## config.mk

```make
export PLATFORM = sky130hd
export DESIGN_NAME = irq_pend_ctrl
export DESIGN_NICKNAME = d
export VERILOG_FILES = /design/src/rtl/irq_pkg.sv /design/src/rtl/irq_edge_sync.sv /design/src/rtl/irq_pend_ctrl.sv
export SDC_FILE = /design/constraint.sdc
export NUM_CORES = 1
export LEC_CHECK = 0
export ABC_AREA = 1
export CELL_PAD_IN_SITES_DETAIL_PLACEMENT = 0
export CELL_PAD_IN_SITES_GLOBAL_PLACEMENT = 1
export CORE_ASPECT_RATIO = 1.4
export CORE_UTILIZATION = 32
export DETAILED_ROUTE_END_ITERATION = 10
export PLACE_DENSITY = 0.73
export SLEW_MARGIN = 20
export SYNTH_ARGS = -nofsm -noshare
export SYNTH_HDL_FRONTEND = slang
export SYNTH_SLANG_ARGS = --single-unit
export TNS_END_PERCENT = 100
```

## constraint.sdc

```tcl
create_clock -name clk -period 1 [get_ports clk]
set_input_delay 0.1 -clock clk [delete_from_list [all_inputs] [get_ports clk]]
set_output_delay 0.1 -clock clk [all_outputs]
set_load 0.01 [all_outputs]
```

## src/rtl/irq_pkg.sv

```systemverilog
// Shared constants, FSM state type and index helper for the interrupt
// pending/dispatch stage that feeds the external priority encoder.
package irq_pkg;

  localparam int N     = 4;
  localparam int IDX_W = 2;

  typedef enum logic [0:0] {
    IDLE = 1'b0,
    REQ  = 1'b1
  } irq_state_t;

  function automatic logic [N-1:0] idx_onehot(input logic [IDX_W-1:0] idx);
    logic [N-1:0] one_v;
    one_v = {{(N-1){1'b0}}, 1'b1};
    return one_v << idx;
  endfunction

endpackage

```

## src/rtl/irq_edge_sync.sv

```systemverilog
// One request line: two-flop synchroniser plus a delay flop, producing a
// single-cycle pulse on each synchronised 0->1 transition.
module irq_edge_sync (
  input  logic clk,
  input  logic rst_n,
  input  logic d,
  output logic rise
);

  logic meta_r;
  logic sync_r;
  logic dly_r;

  // Reset high so a level already asserted at reset release is not taken as a new edge
  always_ff @(posedge clk or negedge rst_n) begin
    if (!rst_n) begin
      meta_r <= 1'b1;
      sync_r <= 1'b1;
      dly_r  <= 1'b1;
    end else begin
      meta_r <= d;
      sync_r <= meta_r;
      dly_r  <= sync_r;
    end
  end

  assign rise = sync_r & ~dly_r;

endmodule

```

## src/rtl/irq_pend_ctrl.sv

```systemverilog
// Captures request edges as sticky pending bits, masks them towards the
// priority encoder, and dispatches the encoded index over a valid/ack handshake.
module irq_pend_ctrl
  import irq_pkg::*;
(
  input  logic             clk,
  input  logic             rst_n,
  input  logic [N-1:0]     irq_in,
  input  logic             mask_we,
  input  logic [N-1:0]     mask_wdata,
  output logic [N-1:0]     pend_out,
  input  logic [IDX_W-1:0] enc_idx,
  output logic             irq_valid,
  output logic [IDX_W-1:0] irq_idx,
  input  logic             irq_ack,
  output logic [N-1:0]     overrun,
  input  logic             ovr_clr
);

  logic [N-1:0]     rise_s;
  logic [N-1:0]     pending_r;
  logic [N-1:0]     mask_r;
  logic [N-1:0]     overrun_r;
  logic [N-1:0]     clr_s;
  logic [N-1:0]     pending_nxt_s;
  logic [N-1:0]     ovr_set_s;
  logic [N-1:0]     overrun_nxt_s;
  irq_state_t       state_r;
  irq_state_t       state_nxt_s;
  logic [IDX_W-1:0] irq_idx_r;
  logic [IDX_W-1:0] idx_nxt_s;
  logic             irq_valid_r;
  logic             valid_nxt_s;

  for (genvar i = 0; i < N; i++) begin : g_sync
    irq_edge_sync u_sync (
      .clk   (clk),
      .rst_n (rst_n),
      .d     (irq_in[i]),
      .rise  (rise_s[i])
    );
  end

  assign pend_out  = pending_r & ~mask_r;
  assign irq_valid = irq_valid_r;
  assign irq_idx   = irq_idx_r;
  assign overrun   = overrun_r;

  // FSM state and dispatched-index registers
  always_ff @(posedge clk or negedge rst_n) begin
    if (!rst_n) begin
      state_r     <= IDLE;
      irq_idx_r   <= {IDX_W{1'b0}};
      irq_valid_r <= 1'b0;
    end else begin
      state_r     <= state_nxt_s;
      irq_idx_r   <= idx_nxt_s;
      irq_valid_r <= valid_nxt_s;
    end
  end

  // FSM next-state logic
  always_comb begin
    state_nxt_s = state_r;
    case (state_r)
      IDLE: begin
        if (pend_out != {N{1'b0}}) state_nxt_s = REQ;
        else                       state_nxt_s = IDLE;
      end
      REQ: begin
        if (irq_ack) state_nxt_s = IDLE;
        else         state_nxt_s = REQ;
      end
      default: state_nxt_s = IDLE;
    endcase
  end

  // FSM outputs: index capture, serviced-bit clear, next valid
  always_comb begin
    idx_nxt_s = irq_idx_r;
    clr_s     = {N{1'b0}};
    case (state_r)
      IDLE: begin
        // enc_idx is only meaningful while something is pending
        if (pend_out != {N{1'b0}}) idx_nxt_s = enc_idx;
        else                       idx_nxt_s = irq_idx_r;
      end
      REQ: begin
        if (irq_ack) clr_s = idx_onehot(irq_idx_r);
        else         clr_s = {N{1'b0}};
      end
      default: begin
        idx_nxt_s = irq_idx_r;
        clr_s     = {N{1'b0}};
      end
    endcase
    valid_nxt_s = (state_nxt_s == REQ);
  end

  // A new edge beats a same-cycle clear, and beats ovr_clr for overrun
  always_comb begin
    ovr_set_s     = rise_s & pending_r & ~clr_s;
    pending_nxt_s = (pending_r & ~clr_s) | rise_s;
    if (ovr_clr) overrun_nxt_s = ovr_set_s;
    else         overrun_nxt_s = overrun_r | ovr_set_s;
  end

  // Pending, mask and overrun registers
  always_ff @(posedge clk or negedge rst_n) begin
    if (!rst_n) begin
      pending_r <= {N{1'b0}};
      mask_r    <= {N{1'b0}};
      overrun_r <= {N{1'b0}};
    end else begin
      pending_r <= pending_nxt_s;
      overrun_r <= overrun_nxt_s;
      if (mask_we) mask_r <= mask_wdata;
    end
  end

endmodule

```

==> impl_metrics.tcl <==
set metrics [dict create \
    outcome "finished, violations left" \
    violations "setup timing" \
    synth_commonest_cells "nand2_1, inv_1, dfrtp_1" \
    endpoint_kind "primary output" \
    setup-violations-final 3 \
    fill_cells 273 \
    min_path_type "in -> async" \
    path_cells "nand2_2 > inv_1 > buf_2" \
    synth_flop_cell "dfrtp_1" \
    finalPower_mw 3.35 \
    yosys_warnings 0 \
    timing.final.crit_share_pct 101 \
    rows 23 \
    num_io_pins 26 \
    critPathMaxStageDelay_ns 0.40 \
    critical_path.startpoint_type "register" \
    leakagePower_nw 0.709 \
    cp.arrival_ns 0.91 \
    path_class "reg -> out" \
    finalHoldViolations 0 \
    grt_pass1_wl_um 3020 \
    power_density_nw_per_um2 2320 \
    slew_headroom_pct 83.4 \
    die_area_um2 3290 \
    yosysTopAreaCellShare_pct 38.4 \
    worst-path-buf-inv 2 \
    fin_crit_ns 1.01 \
    yosys.area.top_type "dfrtp_1" \
    antenna_found_initial 0 \
    die-width_um 48.7 \
    clk_latency_ns 0.26 \
    max-vdd-ir-drop_mv 1.20 \
    drtPass1Iterations 2 \
    ys_ff_latch 27 \
    dpl.cell_count 164 \
    place_area_um2 1350 \
    drt-initial-drc-count 7 \
    report.final.slew_viol_count 0 \
    syn_area_per_cell_um2 10.4 \
    skew_ns 0.00111 \
    track_usage_pct 12.3 \
    globalplace.congestion 0.755 \
    synth.most_common_cell "nand2_1" \
    grt_max_degree 28 \
    async_flop_share_pct 100 \
    overflow 0 \
    cp_max_fo 2 \
    syn_inst 94 \
    viasPerCell 4.23 \
    clk_pin_slew_ns 0.08 \
    synth.distinct_cells 10 \
    core_um2 2880 \
    seq_area_frac_synth_pct 70.6 \
    hold_buffers 0 \
    port_buffers 25 \
    cts_sinks 27 \
    layout_setup_ws_ns -0.0116 \
    clock_path_buffers 2 \
    htreeDepth 1 \
    start_util_pct 34.0 \
    grt_pass1_vias 756 \
    post_drt_wl_per_cell_um 10.3 \
    via_count 728 \
    dp_hpwl_um 1250 \
    cts_tree "built" \
    drt-total-wl_um 1780 \
    route.detailed.drc 0 \
    synth_nets 109 \
    critPathTopFamily "flip-flops" \
    fin_util_pct 50.1 \
    rsz0062_at_grt "true" \
    stdcell_count 172 \
    synth-edff-count 0 \
    crit_required_ns 0.90 \
    syn-cell-area_um2 978 \
    post-place-ws_ns -0.132 \
    fin_setup_tns_ns -0.0209 \
    fmax_ghz 0.989 \
    num_antenna_cells 0 \
    synthToLayoutAreaGrowth_pct 47.4 \
    hold_slack_ns 0.188 \
    cts_buffers 3 \
    drive_above_1_share_pct 45.2 \
    ys_top_cells_by_area "dfrtp_1, dfstp_2, nand2_1" \
    tightest_slew_ns 0.248 \
    postRouteAntennaNets 0 \
    final_area_um2 1440 \
    maxCapViolCount 0 \
    clockRootBuffer "clkbuf_8" \
    nNetsFinal 151 \
    crit_path_top_delay_cell "dfrtp_1" \
    dieHeight_um 67.4 \
]
state kept, by name, indices dropped and copies added, names as in the netlist:
name	cells
g_sync.u_sync.sync_r	4
irq_idx	2
g_sync.u_sync.meta_r	4
irq_valid	1
g_sync.u_sync.dly_r	4
pending_r	4
overrun	4
mask_r	4
per-layer routing:
layer / global-route usage [%] / up-vias / wire (µm)
li1: - / 362 / -
met1: 13.4 / 344 / 745
met2: 22.4 / 18 / 938
met3: 2.03 / 4 / 56
met4: 7.72 / 0 / 38
met5: 0 / - / 0
kinds of logic after synthesis:
group	count (synthesis)	synth area share, %
AO/OA/AOI/OAI	12	6.52
flip-flops	27	70.6
AND/OR/NAND/NOR	36	15.6
buffers and inverters	19	7.29
cells in the final DEF (no fill, tap or decap), types with 3 or more instances in the layout:
cell type,count
buf_6,7
o21ai_1,5
dfstp_2,12
dfrtp_1,15
o21ai_0,5
clkdlybuf4s50_1,14
buf_4,6
clkbuf_2,3
inv_2,10
nand2_1,22
buf_2,6
clkbuf_8,3
nand2_2,7
inv_1,9
what timing repair did:
action                                  CTS  global route
endpoints found under the hold margin     0             0
buffers inserted                          2             2
endpoints found under the setup margin   16            16
pin swaps                                 8            10
resized for setup                        47            25
final timing paths:
kind	start	to	slack (ns)	cells after the start
worst max-delay path	pending_r[2]	pend_out[2]	-0.01	3
min in group clk	irq_in[0]	g_sync[0].u_sync.meta_r	0.23	1
max in group asynchronous	rst_n	g_sync[1].u_sync.sync_r	0.58	2
worst max register to register	pending_r[3]	irq_valid	0	5
worst min register to register	g_sync[0].u_sync.meta_r	g_sync[0].u_sync.sync_r	0.36	0
worst min-delay path	rst_n	mask_r[0]	0.19	2
where the power goes:
part / leakage (nW) / internal (mW) / total (mW) / switching [mW]
Combinational: 0.386 / 0.650 / 1.30 / 0.654
Sequential: 0.300 / 1.33 / 1.46 / 0.134
Clock: 0.0228 / 0.284 / 0.580 / 0.296
Total: 0.709 / 2.26 / 3.35 / 1.08
cell type report:
class	count	area (µm²)	area share, %
clock buffer	4	45.0	3.12
inverter	19	71.3	4.94
multi-input combinational	48	260	18.0
sequential	27	691	47.9
tap	37	46.3	3.21
timing repair buffer	37	329	22.8
Note: power is estimated with default switching activity, not from simulation.
